--- config.mk ---
export PLATFORM = sky130hd
export DESIGN_NAME = bht_update_ctrl
export DESIGN_NICKNAME = d
export VERILOG_FILES = /design/src/rtl/bht_pkg.sv /design/src/rtl/bht_upd_fifo.sv /design/src/rtl/bht_update_ctrl.sv
export SDC_FILE = /design/constraint.sdc
export NUM_CORES = 1
export LEC_CHECK = 0
export BUFFER_PORTS_ARGS = -buffer_cell sky130_fd_sc_hd__buf_4
export CAP_MARGIN = 20
export CORE_ASPECT_RATIO = 0.75
export CORE_UTILIZATION = 55
export CTS_CLUSTER_DIAMETER = 150
export DETAILED_ROUTE_END_ITERATION = 7
export GPL_TIMING_DRIVEN = 0
export PLACE_DENSITY = 0.84
export SYNTH_ARGS = -nofsm -noshare
export SYNTH_HDL_FRONTEND = slang
export SYNTH_HIERARCHICAL = 1
export SYNTH_SLANG_ARGS = --single-unit
--- constraint.sdc ---
create_clock -name clk -period 4.1 [get_ports clk]
set_input_delay 0.615 -clock clk [delete_from_list [all_inputs] [get_ports clk]]
set_output_delay 0.615 -clock clk [all_outputs]
set_load 0.05 [all_outputs]
--- src/rtl/bht_pkg.sv ---
// Shared types for the BHT update path: queued update payload and issue-FSM states.
package bht_pkg;

   localparam int unsigned BHT_IDX_W = 12;
   localparam int unsigned PC_W      = 32;
   localparam int unsigned STAT_W    = 16;

   typedef struct packed {
      logic [PC_W-1:0] pc;
      logic            taken;
   } upd_entry_t;

   typedef enum logic [1:0] {
      ST_IDLE  = 2'd0,
      ST_READY = 2'd1,
      ST_DEFER = 2'd2,
      ST_FORCE = 2'd3
   } issue_state_e;

endpackage

--- src/rtl/bht_upd_fifo.sv ---
// Small synchronous FIFO of pending BHT updates; head entry is visible without a pop.
module bht_upd_fifo
   import bht_pkg::*;
#(
   parameter int unsigned DEPTH = 4,
   localparam int unsigned PTR_W = $clog2(DEPTH)
) (
   input  logic             clk,
   input  logic             rst,
   input  logic             push_i,
   input  upd_entry_t       push_data_i,
   input  logic             pop_i,
   output upd_entry_t       head_o,
   output logic             full_o,
   output logic             empty_o,
   output logic [PTR_W:0]   count_o
);

   localparam int unsigned PW = PTR_W + 1;

   upd_entry_t       mem_q [DEPTH];
   logic [PTR_W:0]   wr_ptr_q, wr_ptr_d;
   logic [PTR_W:0]   rd_ptr_q, rd_ptr_d;
   logic             do_push, do_pop;

   // Extra wrap bit separates full from empty when the index bits match.
   assign empty_o = (wr_ptr_q == rd_ptr_q);
   assign full_o  = (wr_ptr_q[PTR_W] != rd_ptr_q[PTR_W]) &&
                    (wr_ptr_q[PTR_W-1:0] == rd_ptr_q[PTR_W-1:0]);
   assign count_o = PW'(wr_ptr_q - rd_ptr_q);
   assign head_o  = mem_q[rd_ptr_q[PTR_W-1:0]];

   assign do_push = push_i && !full_o;
   assign do_pop  = pop_i && !empty_o;

   always_comb begin
      wr_ptr_d = wr_ptr_q;
      rd_ptr_d = rd_ptr_q;
      if (do_push) begin
         wr_ptr_d = PW'(wr_ptr_q + PW'(1));
      end
      if (do_pop) begin
         rd_ptr_d = PW'(rd_ptr_q + PW'(1));
      end
   end

   always_ff @(posedge clk or negedge rst) begin
      if (!rst) begin
         wr_ptr_q <= '0;
         rd_ptr_q <= '0;
      end else begin
         wr_ptr_q <= wr_ptr_d;
         rd_ptr_q <= rd_ptr_d;
      end
   end

   // Storage needs no reset: the head is only consumed while non-empty.
   always_ff @(posedge clk) begin
      if (do_push) begin
         mem_q[wr_ptr_q[PTR_W-1:0]] <= push_data_i;
      end
   end

endmodule

--- src/rtl/bht_update_ctrl.sv ---
// BHT update-port sequencer: queues resolved branches, defers index collisions with fetch,
// pulses a fetch redirect on mispredict and keeps saturating branch statistics.
module bht_update_ctrl
   import bht_pkg::*;
#(
   parameter int unsigned IDX_W     = BHT_IDX_W,
   parameter int unsigned DEPTH     = 4,
   parameter int unsigned MAX_DEFER = 3
) (
   input  logic              clk,
   input  logic              rst,
   input  logic              ex_valid,
   output logic              ex_ready,
   input  logic [31:0]       ex_pc,
   input  logic              ex_taken,
   input  logic              ex_predicted,
   input  logic [31:0]       ex_target,
   input  logic [31:0]       lookup_pc,
   output logic [31:0]       updata_pc,
   output logic              updata_taken,
   output logic              updata_enable,
   output logic              redirect_valid,
   output logic [31:0]       redirect_pc,
   input  logic              stat_clr,
   output logic [15:0]       stat_branches,
   output logic [15:0]       stat_mispredicts
);

   localparam int unsigned PTR_W = $clog2(DEPTH);
   localparam int unsigned CNT_FW = PTR_W + 1;
   localparam int unsigned DEF_W = 3;

   upd_entry_t          push_entry;
   upd_entry_t          head;
   logic                fifo_full, fifo_empty;
   logic [PTR_W:0]      fifo_count;

   logic                accept, mispredict;
   logic                head_valid, conflict, issue;
   logic                unused_lookup_bits;

   issue_state_e        state_q, state_d;
   logic [DEF_W-1:0]    defer_cnt_q, defer_cnt_d;

   logic                redirect_valid_q;
   logic [31:0]         redirect_pc_q, redirect_pc_d;
   logic [STAT_W-1:0]   branches_q, branches_d;
   logic [STAT_W-1:0]   mispredicts_q, mispredicts_d;

   assign ex_ready   = !fifo_full;
   assign accept     = ex_valid && ex_ready;
   assign mispredict = accept && (ex_taken != ex_predicted);

   assign push_entry.pc    = ex_pc;
   assign push_entry.taken = ex_taken;

   bht_upd_fifo #(
      .DEPTH(DEPTH)
   ) u_fifo (
      .clk        (clk),
      .rst        (rst),
      .push_i     (accept),
      .push_data_i(push_entry),
      .pop_i      (issue),
      .head_o     (head),
      .full_o     (fifo_full),
      .empty_o    (fifo_empty),
      .count_o    (fifo_count)
   );

   // Only the BHT index bits take part in the collision test.
   assign head_valid = !fifo_empty;
   assign conflict   = (head.pc[IDX_W+1:2] == lookup_pc[IDX_W+1:2]);
   assign issue      = head_valid && (!conflict || (state_q == ST_FORCE));
   assign unused_lookup_bits = ^{lookup_pc[31:IDX_W+2], lookup_pc[1:0]};

   // Issue FSM: FORCE is reached exactly when defer_cnt hits MAX_DEFER.
   always_comb begin
      state_d       = state_q;
      defer_cnt_d   = defer_cnt_q;
      updata_enable = 1'b0;
      updata_pc     = '0;
      updata_taken  = 1'b0;
      if (!head_valid) begin
         defer_cnt_d = '0;
         state_d     = accept ? ST_READY : ST_IDLE;
      end else if (issue) begin
         updata_enable = 1'b1;
         updata_pc     = head.pc;
         updata_taken  = head.taken;
         defer_cnt_d   = '0;
         state_d       = (accept || (fifo_count > CNT_FW'(1))) ? ST_READY : ST_IDLE;
      end else begin
         defer_cnt_d = DEF_W'(defer_cnt_q + DEF_W'(1));
         state_d     = (defer_cnt_d == DEF_W'(MAX_DEFER)) ? ST_FORCE : ST_DEFER;
      end
   end

   // Redirect target and saturating statistics; clear beats a same-cycle event.
   always_comb begin
      redirect_pc_d = redirect_pc_q;
      branches_d    = branches_q;
      mispredicts_d = mispredicts_q;
      if (mispredict) begin
         redirect_pc_d = ex_taken ? ex_target : 32'(ex_pc + 32'd4);
      end
      if (stat_clr) begin
         branches_d = '0;
      end else if (accept && (branches_q != '1)) begin
         branches_d = STAT_W'(branches_q + STAT_W'(1));
      end
      if (stat_clr) begin
         mispredicts_d = '0;
      end else if (mispredict && (mispredicts_q != '1)) begin
         mispredicts_d = STAT_W'(mispredicts_q + STAT_W'(1));
      end
   end

   always_ff @(posedge clk or negedge rst) begin
      if (!rst) begin
         state_q          <= ST_IDLE;
         defer_cnt_q      <= '0;
         redirect_valid_q <= 1'b0;
         redirect_pc_q    <= '0;
         branches_q       <= '0;
         mispredicts_q    <= '0;
      end else begin
         state_q          <= state_d;
         defer_cnt_q      <= defer_cnt_d;
         redirect_valid_q <= mispredict;
         redirect_pc_q    <= redirect_pc_d;
         branches_q       <= branches_d;
         mispredicts_q    <= mispredicts_d;
      end
   end

   assign redirect_valid   = redirect_valid_q;
   assign redirect_pc      = redirect_pc_q;
   assign stat_branches    = branches_q;
   assign stat_mispredicts = mispredicts_q;

endmodule
==> results of run 1 <==
[through the flow]
stage	hold WS [ns]	worst slack, ns	utilization, %
6_report	0.3506	0.1132	71.23
5_1_grt	0.3439	0.001521	71.23
4_1_cts	0.3370	0.007085	70.74
3_5_place_dp	0.4804	-0.2017	66.43
3_3_place_gp	0.4493	-0.1611	66.40
2_1_floorplan	0.3194	0.4339	-
[sequential cells by signal (all words and copies together), names as in the netlist]
register	cells
u_fifo/mem_q	132
stat_branches	16
redirect_pc	32
state_q	2
defer_cnt_q	3
u_fifo/wr_ptr_q	3
redirect_valid	1
u_fifo/rd_ptr_q	3
stat_mispredicts	16
[what timing repair did]
item | in CTS | in global routing
setup buffers | 1 | 2
hold buffers | 0 | 1
endpoints found under the hold margin | 0 | 7
gates resized for setup | 11 | 5
pin swaps | 2 | 3
endpoints found under the setup margin | 34 | 29
[routing by layer]
layer | vias to the layer above | global-route usage, % | wire length (µm)
met5 | - | 0 | 0
met4 | 0 | 8.713 | 613
met3 | 45 | 4.416 | 2021
met2 | 349 | 44.49 | 11620
met1 | 3413 | 38.85 | 10350
li1 | 3027 | - | -
[area by class of cell]
class                           instances  area [µm²]  area share [%]
Sequential cell                       208        5866           48.50
Buffer                                 33       200.2           1.655
Tap cell                              236       295.3           2.442
Clock buffer                           23       533.0           4.407
Timing Repair Buffer                  186        1419           11.73
Multi-Input combinational cell        444        3565           29.47
Inverter                               17       63.81          0.5276
Clock inverter                         14       152.6           1.262
[power groups by stage]
stage          clock [W]  sequential, W  combinational [W]
6_report         0.00193        0.00308            0.00507
5_1_grt          0.00204        0.00313            0.00531
4_1_cts          0.00195        0.00307            0.00504
3_5_place_dp           0        0.00309            0.00498
3_3_place_gp           0        0.00307            0.00490
2_1_floorplan          0        0.00362            0.00292
[worst paths after layout]
kind / slack (ns) / start / end / cells after the start
hold reg to reg: 0.48 / defer_cnt_q[0] / defer_cnt_q[0] / 1
setup / recovery: 0.11 / u_fifo/rd_ptr_q[1] / updata_pc[11] / 9
min in group asynchronous: 0.53 / rst / redirect_pc[25] / 2
hold / removal: 0.35 / ex_pc[13] / u_fifo/mem_q[0][14] / 1
setup reg to reg: 0.62 / u_fifo/rd_ptr_q[1] / u_fifo/mem_q[0][0] / 9
max in group asynchronous: 2.95 / rst / stat_mispredicts[0] / 3
[worst max-delay path: cells and delay by family (launching register included)]
| family | cells | cell delay [ns] |
|---|---|---|
| and+or+nand+nor | 2 | 0.44 |
| AOI/OAI and AO/OA | 2 | 0.50 |
| muxes | 1 | 0.40 |
| DFF | 1 | 0.59 |
| xor gates and xnor gates | 1 | 0.20 |
| buffers and inverters | 3 | 0.76 |
==> reports/results.ini, run 1 <==
[clock_tree]
clockBufferDepth=3
clkLatencyLatePin_ns=0.49
h-tree-depth=1
path_clk_slew_ns=0.07
cts_root_buffer=clkbuf_16
numClockSinks=208
cts_made_buffers=21
cts_tree=yes

[timing]
skew_ns=0.008926
min_period_ns=3.987
hold_viol_final=0
clock.fmax_ghz=0.2508
finalSetupTns_ns=0
rsz0062_at_grt=no
fin_crit_sh_pct=97.24
tightest_slew_ns=0.9979
slew_headroom_pct=33.48
setup_viol=0
slew_viol_final=0

[pwr]
power_switching_share_pct=43.89
clockPowerShare_pct=19.1
p_switching_w=0.004423
leakagePower_nw=4.809
p_int_w=0.005654
comb_power_share_pct=50.4
pwr_density_cell_nw_per_um2=833.2
p_seq_share_pct=30.5
ir_drop_v=0.0005003
finalPower_w=0.01008

[placed_design]
place_area_um2=11280
hpwl_um=16300
io_buffer_count=181
place_congestion=0.8303
placed_cells=1120

[floorplan]
fp.coreArea_um2=16980
die_area_um2=18030
die_w_um=154.7
io-pin-count=202
fp.dieH_um=116.5
rows=41
initial_core_util_pct=56.66

[status]
status=finished, final reports clean

[global_routing]
grt.overflow.total=0
antenna_found_initial=0
grt_first_pass_wirelength_um=37220
grt_max_degree=77
grt_pass1_vias=6709
grt_use_total_pct=27.50

[logic_synthesis]
synth.net_count=818
synth.avg_cell_area_um2=13.68
ys_warn_count=6
postSynthCellCount=703
synth_area_um2=9620

[setup_path]
endpoint_kind=output pin
cp.arrival_ns=3.37
crit_fanout=10
criticalPathCategory=reg -> out
critPathMaxStageDelay_ns=0.59
cp_slowest_cell=dfrtp_1
required_ns=3.48
cp-start-kind=flip-flop
crit_chain=buf_2, mux4_2, xnor2_2, nand4_1, a211oi_4, a21oi_4, clkbuf_2, and2_1, buf_4

[drt]
dr_total_vias=6834
wl_um=24600
dr.pass1.iters=5
drtAntennaViolNets=0
vias_per_cell=5.886
route.detailed.drc=0
drtIter0Drc=537
detail_route.wl_per_cell_um=21.19

[finish]
nets=1026
instances_no_fill=1161
diodes=0
nFillCells=1136
area_growth_pct=25.71
drive_gt1_share_pct=33.08
design_area_um2=12090
layout_common_cells=buf_4 (184), edfxtp_1 (132), dfrtp_1 (76), nor2_1 (54), nand2_1 (39)
mostFrequentLayoutCell=buf_4

[worst_hold_path]
hp-class=in -> reg

[job]
cap_violations=0

No activity file was read; power rests on OpenSTA's default activity.
==> run 2: changes to the inputs <==
--- a/config.mk
+++ b/config.mk
@@ -12,8 +12,8 @@
 export CTS_CLUSTER_DIAMETER = 150
 export DETAILED_ROUTE_END_ITERATION = 7
 export GPL_TIMING_DRIVEN = 0
+export HOLD_SLACK_MARGIN = 0.02
 export PLACE_DENSITY = 0.84
 export SYNTH_ARGS = -nofsm -noshare
 export SYNTH_HDL_FRONTEND = slang
-export SYNTH_HIERARCHICAL = 1
 export SYNTH_SLANG_ARGS = --single-unit
==> run 2 against run 1 <==
Compared with the run above:
- clock power hardly changed
- final cell count is 3.4% lower
- sequential share of layout area is 0.93 points higher
- area after synthesis is 2.1% lower
- via count is 5.9% lower
- first-iteration DRC count is 11% lower
- critical path depth stayed put
- critical endpoint is now updata_pc[22]
==> reports/results.ini, run 2 <==
[logic_synthesis]
synth.largest_area_cell=edfxtp_1
yosysMostFrequentCell=edfxtp_1
synth_async_sr_flop_share_pct=36.54
synth.cells.most_frequent=edfxtp_1 (132), dfrtp_1 (76), nand2_1 (56)
synth_area_um2=9419  ; -2.1%
ys_warn_count=0  ; -6
synth_top_area_share_pct=42.08
ys_ff_latch=208
synth_cell_types=45
yosysSeqAreaShare_pct=62.27
ys.flop_type=edfxtp_1
synth_edf_count=132
ys_top_cells_by_area=edfxtp_1 (42%), dfrtp_1 (20%), mux4_2 (5.7%), xor2_1 (3.7%), xnor2_1 (3.0%)
synth.net_count=797  ; -2.6%
postSynthCellCount=682  ; -3.0%
synth.avg_cell_area_um2=13.81  ; +0.92%

[placed_design]
hpwl_um=15450  ; -5.2%
placed_cells=1082  ; -3.4%
place_congestion=0.7924  ; -4.6%
io_buffer_count=181  ; unchanged

[floorplan]
rows=41  ; unchanged
die_area_um2=17660  ; -2.1%
initial_core_util_pct=56.15  ; -0.51 points
fp.dieH_um=115.3  ; -1.0%
fp.coreArea_um2=16770  ; -1.2%
io-pin-count=202  ; unchanged
die_w_um=153.1  ; -1.0%

[drt]
route.detailed.drc=0  ; unchanged
detail_route.wl_per_cell_um=20.10  ; -5.1%
dr_total_vias=6430  ; -5.9%
wl_um=22530  ; -8.4%
vias_per_cell=5.736  ; -2.6%
drtAntennaViolNets=0  ; unchanged
dr.pass1.iters=5  ; unchanged
drtIter0Drc=476  ; -11%

[job]
cap_violations=0  ; unchanged

[setup_path]
cp.arrival_ns=3.33  ; -0.04 ns
criticalPathCategory=reg -> out
endpoint_kind=output pin
cp-start-kind=flip-flop
required_ns=3.48  ; about the same
crit_fanout=10  ; unchanged

[pwr]
leakagePower_nw=4.840  ; +0.66%
ir_drop_v=0.0006737  ; +35%
pwr_density_cell_nw_per_um2=822.9  ; -1.2%
finalPower_w=0.009766  ; -3.1%

[finish]
diodes=0  ; unchanged
instances_no_fill=1121  ; -3.4%
largest_register_ffs=132  ; unchanged
nets=1007  ; -1.9%
nFillCells=1114  ; -1.9%
layout_common_cells=buf_4 (182), edfxtp_1 (132), dfrtp_1 (76), nand2_1 (56), nor2_1 (43)
area_growth_pct=26.00
multi_input_area_um2=3403  ; -4.5%
mostFrequentLayoutCell=buf_4
fin_util_pct=70.75  ; -0.48 points
seq_area_um2=5866  ; unchanged
drive_gt1_share_pct=29.58  ; -3.5 points

[clock_tree]
clkLatencyLatePin_ns=0.49  ; about the same
cts_root_buffer=clkbuf_16
h-tree-depth=1  ; unchanged
numClockSinks=208  ; unchanged
clockBufferDepth=3  ; unchanged
cts_tree=yes
cts_made_buffers=20  ; -4.8%
path_clk_slew_ns=0.06  ; about the same

[timing]
slew_viol_final=0  ; unchanged
tightest_slew_ns=0.9895  ; -0.008398 ns
hold_viol_final=0  ; unchanged
slew_headroom_pct=34.04  ; +0.56 points
setup_viol=0  ; unchanged
fin_crit_sh_pct=96.29  ; -0.95 points
clock.fmax_ghz=0.2533  ; +0.98%
min_period_ns=3.948  ; -0.03875 ns
rsz0062_at_grt=no
finalSetupTns_ns=0  ; unchanged
skew_ns=0.01100  ; +0.002077 ns

[global_routing]
grt_first_pass_wirelength_um=34730  ; -6.7%
antenna_found_initial=0  ; unchanged
grt_use_total_pct=25.99  ; -1.5 points
grt_max_degree=77  ; unchanged
grt_pass1_vias=6119  ; -8.8%
grt.overflow.total=0  ; unchanged

[worst_hold_path]
hp-class=in -> reg

[status]
status=finished, final reports clean

-- run 2: path summary, 6_finish.rpt --
kind	slack [ns]	end	start	cells after the start
worst min register to register	0.48	defer_cnt_q[0]	defer_cnt_q[0]	1
min in group asynchronous	0.53	stat_branches[8]	rst	2
max in group asynchronous	2.98	redirect_pc[17]	rst	3
worst min-delay path	0.31	stat_mispredicts[12]	stat_clr	2
worst max-delay path	0.15	updata_pc[22]	u_fifo.rd_ptr_q[0]	9
worst max register to register	0.45	redirect_pc[25]	u_fifo.rd_ptr_q[1]	10
-- run 2: final cells by class --
cell class | instances | area share (%)
Clock inverter | 4 | 0.5904
Clock buffer | 32 | 5.208
Inverter | 6 | 0.1898
Multi-Input combinational cell | 439 | 28.68
Sequential cell | 208 | 49.43
Timing Repair Buffer | 188 | 12.38
Tap cell | 215 | 2.267
Buffer | 29 | 1.265
-- run 2: metrics by stage --
step                      hold WS (ns)  instance area, µm²  worst slack [ns]
final                           0.3092               11870            0.1519
after global placement          0.4603               11050           -0.1981
after global routing            0.3101               11870          0.009678
after detailed placement        0.4680               11120            0.2485
after floorplan                 0.3194                9419            0.6670
after CTS                       0.2953               11810           0.08581
-- run 2: worst max-delay path, stage by stage (launching register included) --
cell	delay, ns
dfrtp_1	0.44
buf_6	0.20
mux4_1	0.61
xnor2_1	0.18
nand4_1	0.19
nor4_4	0.47
a21oi_4	0.19
buf_6	0.19
and2_1	0.17
buf_4	0.20
-- run 2: cell families after synthesis --
logic type | share of synthesized area (%)
compound gates | 3.759
xor+xnor | 6.695
fa+ha+maj | 1.807
buf+inv | 1.753
flops | 62.27
mux | 10.69
simple gates | 13.02
-- run 2: report_power, final --
group          switching (W)  internal [W]  total, W  leakage [nW]
registers           0.000209       0.00278   0.00298          2.20
clock network       0.000752       0.00116   0.00191         0.337
logic                0.00324       0.00163   0.00487          2.30
total                0.00420       0.00557   0.00977          4.84
-- run 2: repair_timing --
action,in CTS,in global routing
resized for setup,2,4
setup buffers,0,1
hold endpoints to repair,0,14
setup endpoints to repair,28,28
hold buffers,0,1
pin swaps,0,1
-- run 2: metal layers --
layer / part of all wire [%] / GRT usage (%) / wire, µm
met5: 0 / 0 / 0
met4: 1.8 / 6.465 / 403
met3: 8.7 / 5.352 / 1955
met2: 45 / 40.37 / 10230
met1: 44 / 37.96 / 9940
==> run 3: changes to the inputs <==
--- a/config.mk
+++ b/config.mk
@@ -7,13 +7,12 @@
 export LEC_CHECK = 0
 export BUFFER_PORTS_ARGS = -buffer_cell sky130_fd_sc_hd__buf_4
 export CAP_MARGIN = 20
-export CORE_ASPECT_RATIO = 0.75
-export CORE_UTILIZATION = 55
+export CORE_UTILIZATION = 59
 export CTS_CLUSTER_DIAMETER = 150
 export DETAILED_ROUTE_END_ITERATION = 7
 export GPL_TIMING_DRIVEN = 0
 export HOLD_SLACK_MARGIN = 0.02
-export PLACE_DENSITY = 0.84
+export PLACE_DENSITY = 0.89
 export SYNTH_ARGS = -nofsm -noshare
 export SYNTH_HDL_FRONTEND = slang
 export SYNTH_SLANG_ARGS = --single-unit
==> constraint.sdc (replaced) <==
create_clock -name clk -period 4.9 [get_ports clk]
set_input_delay 0.735 -clock clk [delete_from_list [all_inputs] [get_ports clk]]
set_output_delay 0.735 -clock clk [all_outputs]
set_load 0.05 [all_outputs]
==> run 3 against run 2 <==
Compared with the run above:
- total power shrank 18%
- critical path type unchanged
- design area is 1.3% lower
- clock skew increased by 0.0094 ns
- critical endpoint is now updata_pc[8]
==> reports/results.ini, run 3 (synthesized netlist as in run 2, its figures left out) <==
[drt]
drtAntennaViolNets=0  ; unchanged
dr_total_vias=6394  ; -0.56%
drtIter0Drc=513  ; +7.8%
wl_um=22100  ; -1.9%
route.detailed.drc=0  ; unchanged
detail_route.wl_per_cell_um=19.84  ; -1.3%
dr.pass1.iters=4  ; -1
vias_per_cell=5.740  ; about the same

[setup_path]
critPathTopFamily=buffers and inverters
cp_slowest_cell=buf_1
timing.critical_path.buf_inv=5  ; +2
critPathMaxStageDelay_ns=0.52  ; -0.09 ns
cp-start-kind=flip-flop
required_ns=4.16  ; +0.68 ns
crit_fanout=10  ; unchanged
cp.arrival_ns=3.58  ; +0.25 ns
criticalPathCategory=reg -> out
crit_chain=buf_2, buf_1, inv_1, ha_1, nand2_1, nor2_1, a21oi_2, buf_6, and2_1, buf_4
endpoint_kind=output pin

[finish]
diodes=0  ; unchanged
area_growth_pct=24.42
multi_input_area_um2=3393  ; -0.29%
drive_gt1_share_pct=29.35  ; -0.23 points
layout_common_cells=buf_4 (181), edfxtp_1 (132), dfrtp_1 (76), nand2_1 (56), nor2_1 (44)
instances_no_fill=1114  ; -0.62%
nFillCells=952  ; -15%
mostFrequentLayoutCell=buf_4
seq_area_um2=5866  ; unchanged
nets=1004  ; -0.30%
largest_register_ffs=132  ; unchanged

[timing]
rsz0062_at_grt=no
skew_ns=0.02040  ; +0.009393 ns
min_period_ns=4.311
setup_viol=0  ; unchanged
fin_ws_ns=0.5890  ; +0.4370 ns
tightest_slew_ns=0.9818  ; -0.007706 ns
finalSetupTns_ns=0  ; unchanged
hold_viol_final=0  ; unchanged
fin_crit_sh_pct=87.98
clock.fmax_ghz=0.2320
slew_viol_final=0  ; unchanged
slew_headroom_pct=34.55  ; +0.51 points

[floorplan]
initial_core_util_pct=61.28  ; +5.1 points
fp.coreArea_um2=15370  ; -8.4%
fp.dieH_um=128.4  ; +11%
die_area_um2=16470  ; -6.7%
die_w_um=128.4  ; -16%
io-pin-count=202  ; unchanged
rows=45  ; +9.8%

[clock_tree]
clkLatencyLatePin_ns=0.50  ; about the same
cts_tree=yes
postCtsSetupRepairBufs=0  ; unchanged
ctsHoldBuffers=0  ; unchanged
cts_root_buffer=clkbuf_16
cts_made_buffers=21  ; +5.0%
numClockSinks=208  ; unchanged
clockBufferDepth=3  ; unchanged
h-tree-depth=1  ; unchanged
ctsResizeCount=0  ; -2
path_clk_slew_ns=0.07  ; about the same

[job]
cap_violations=0  ; unchanged

[global_routing]
grt_first_pass_wirelength_um=34560  ; -0.50%
antenna_found_initial=0  ; unchanged
top_usage_layer=met2
grt_use_total_pct=27.79  ; +1.8 points
grt_max_degree=77  ; unchanged
grt_pass1_vias=6391  ; +4.4%
use_met3_pct=5.239  ; -0.11 points
grt.overflow.total=0  ; unchanged
grt_use_met1_pct=38.17  ; +0.21 points
use_met2_pct=44.99  ; +4.6 points

[pwr]
leakagePower_nw=4.769  ; -1.5%
ir_drop_v=0.0004464  ; -34%
pwr_density_cell_nw_per_um2=685.1  ; -17%
finalPower_w=0.008029  ; -18%

[placed_design]
place_congestion=0.8298  ; +4.7%
dp_slack_ns=1.079  ; +0.8306 ns
io_buffer_count=181  ; unchanged
hpwl_um=14820  ; -4.1%
placed_cells=1075  ; -0.65%

[worst_hold_path]
hp-class=in -> async

[status]
status=finished, final reports clean

run 3: cell count changes in the layout (fill, tap and decap cells not counted), sizes merged:
cell | previous run | this run
buf | 196 | 193
bufinv | 2 | 1
clkbuf | 52 | 47
clkinv | 2 | 5
clkinvlp | 0 | 4
dlygate4sd3 | 1 | 0
run 3: per-stage QoR:
step	cell area [µm²]	utilization, %	hold WS (ns)
finish	11720	76.24	0.2265
global placement	11040	71.84	0.4596
detailed placement	11050	71.90	0.4725
global route	11720	76.24	0.2474
CTS	11690	76.08	0.4270
floorplan	9419	-	0.4394
run 3: path summary, 6_finish.rpt:
| kind | cells past startpoint | endpoint | startpoint | slack, ns |
|---|---|---|---|---|
| worst max-delay path | 10 | updata_pc[8] | u_fifo.rd_ptr_q[1] | 0.59 |
| worst min-delay path | 1 | redirect_pc[12] | rst | 0.23 |
| worst max register to register | 10 | redirect_pc[27] | u_fifo.rd_ptr_q[1] | 1.09 |
| worst min register to register | 1 | defer_cnt_q[0] | defer_cnt_q[0] | 0.48 |
| max in group asynchronous | 2 | redirect_pc[28] | rst | 4.07 |
| min in group clk | 2 | stat_mispredicts[12] | stat_clr | 0.44 |
run 3: layout make-up:
class	count	area share, %
Clock buffer	27	4.762
Multi-Input combinational cell	439	28.96
Inverter	6	0.1922
Timing Repair Buffer	184	11.85
Sequential cell	208	50.05
Clock inverter	10	0.7154
Buffer	29	1.217
Tap cell	211	2.253
run 3: power breakdown:
group	internal, W	switching [W]	total, W
registers	0.00233	0.000183	0.00251
logic	0.00132	0.00269	0.00401
clock network	0.000860	0.000650	0.00151
run 3: metal layers:
| metal | share of wire (%) | wire length (µm) |
|---|---|---|
| met1 | 41 | 9075 |
| met2 | 49 | 10940 |
| met3 | 6.9 | 1523 |
| met4 | 2.6 | 566 |
| met5 | 0 | 0 |
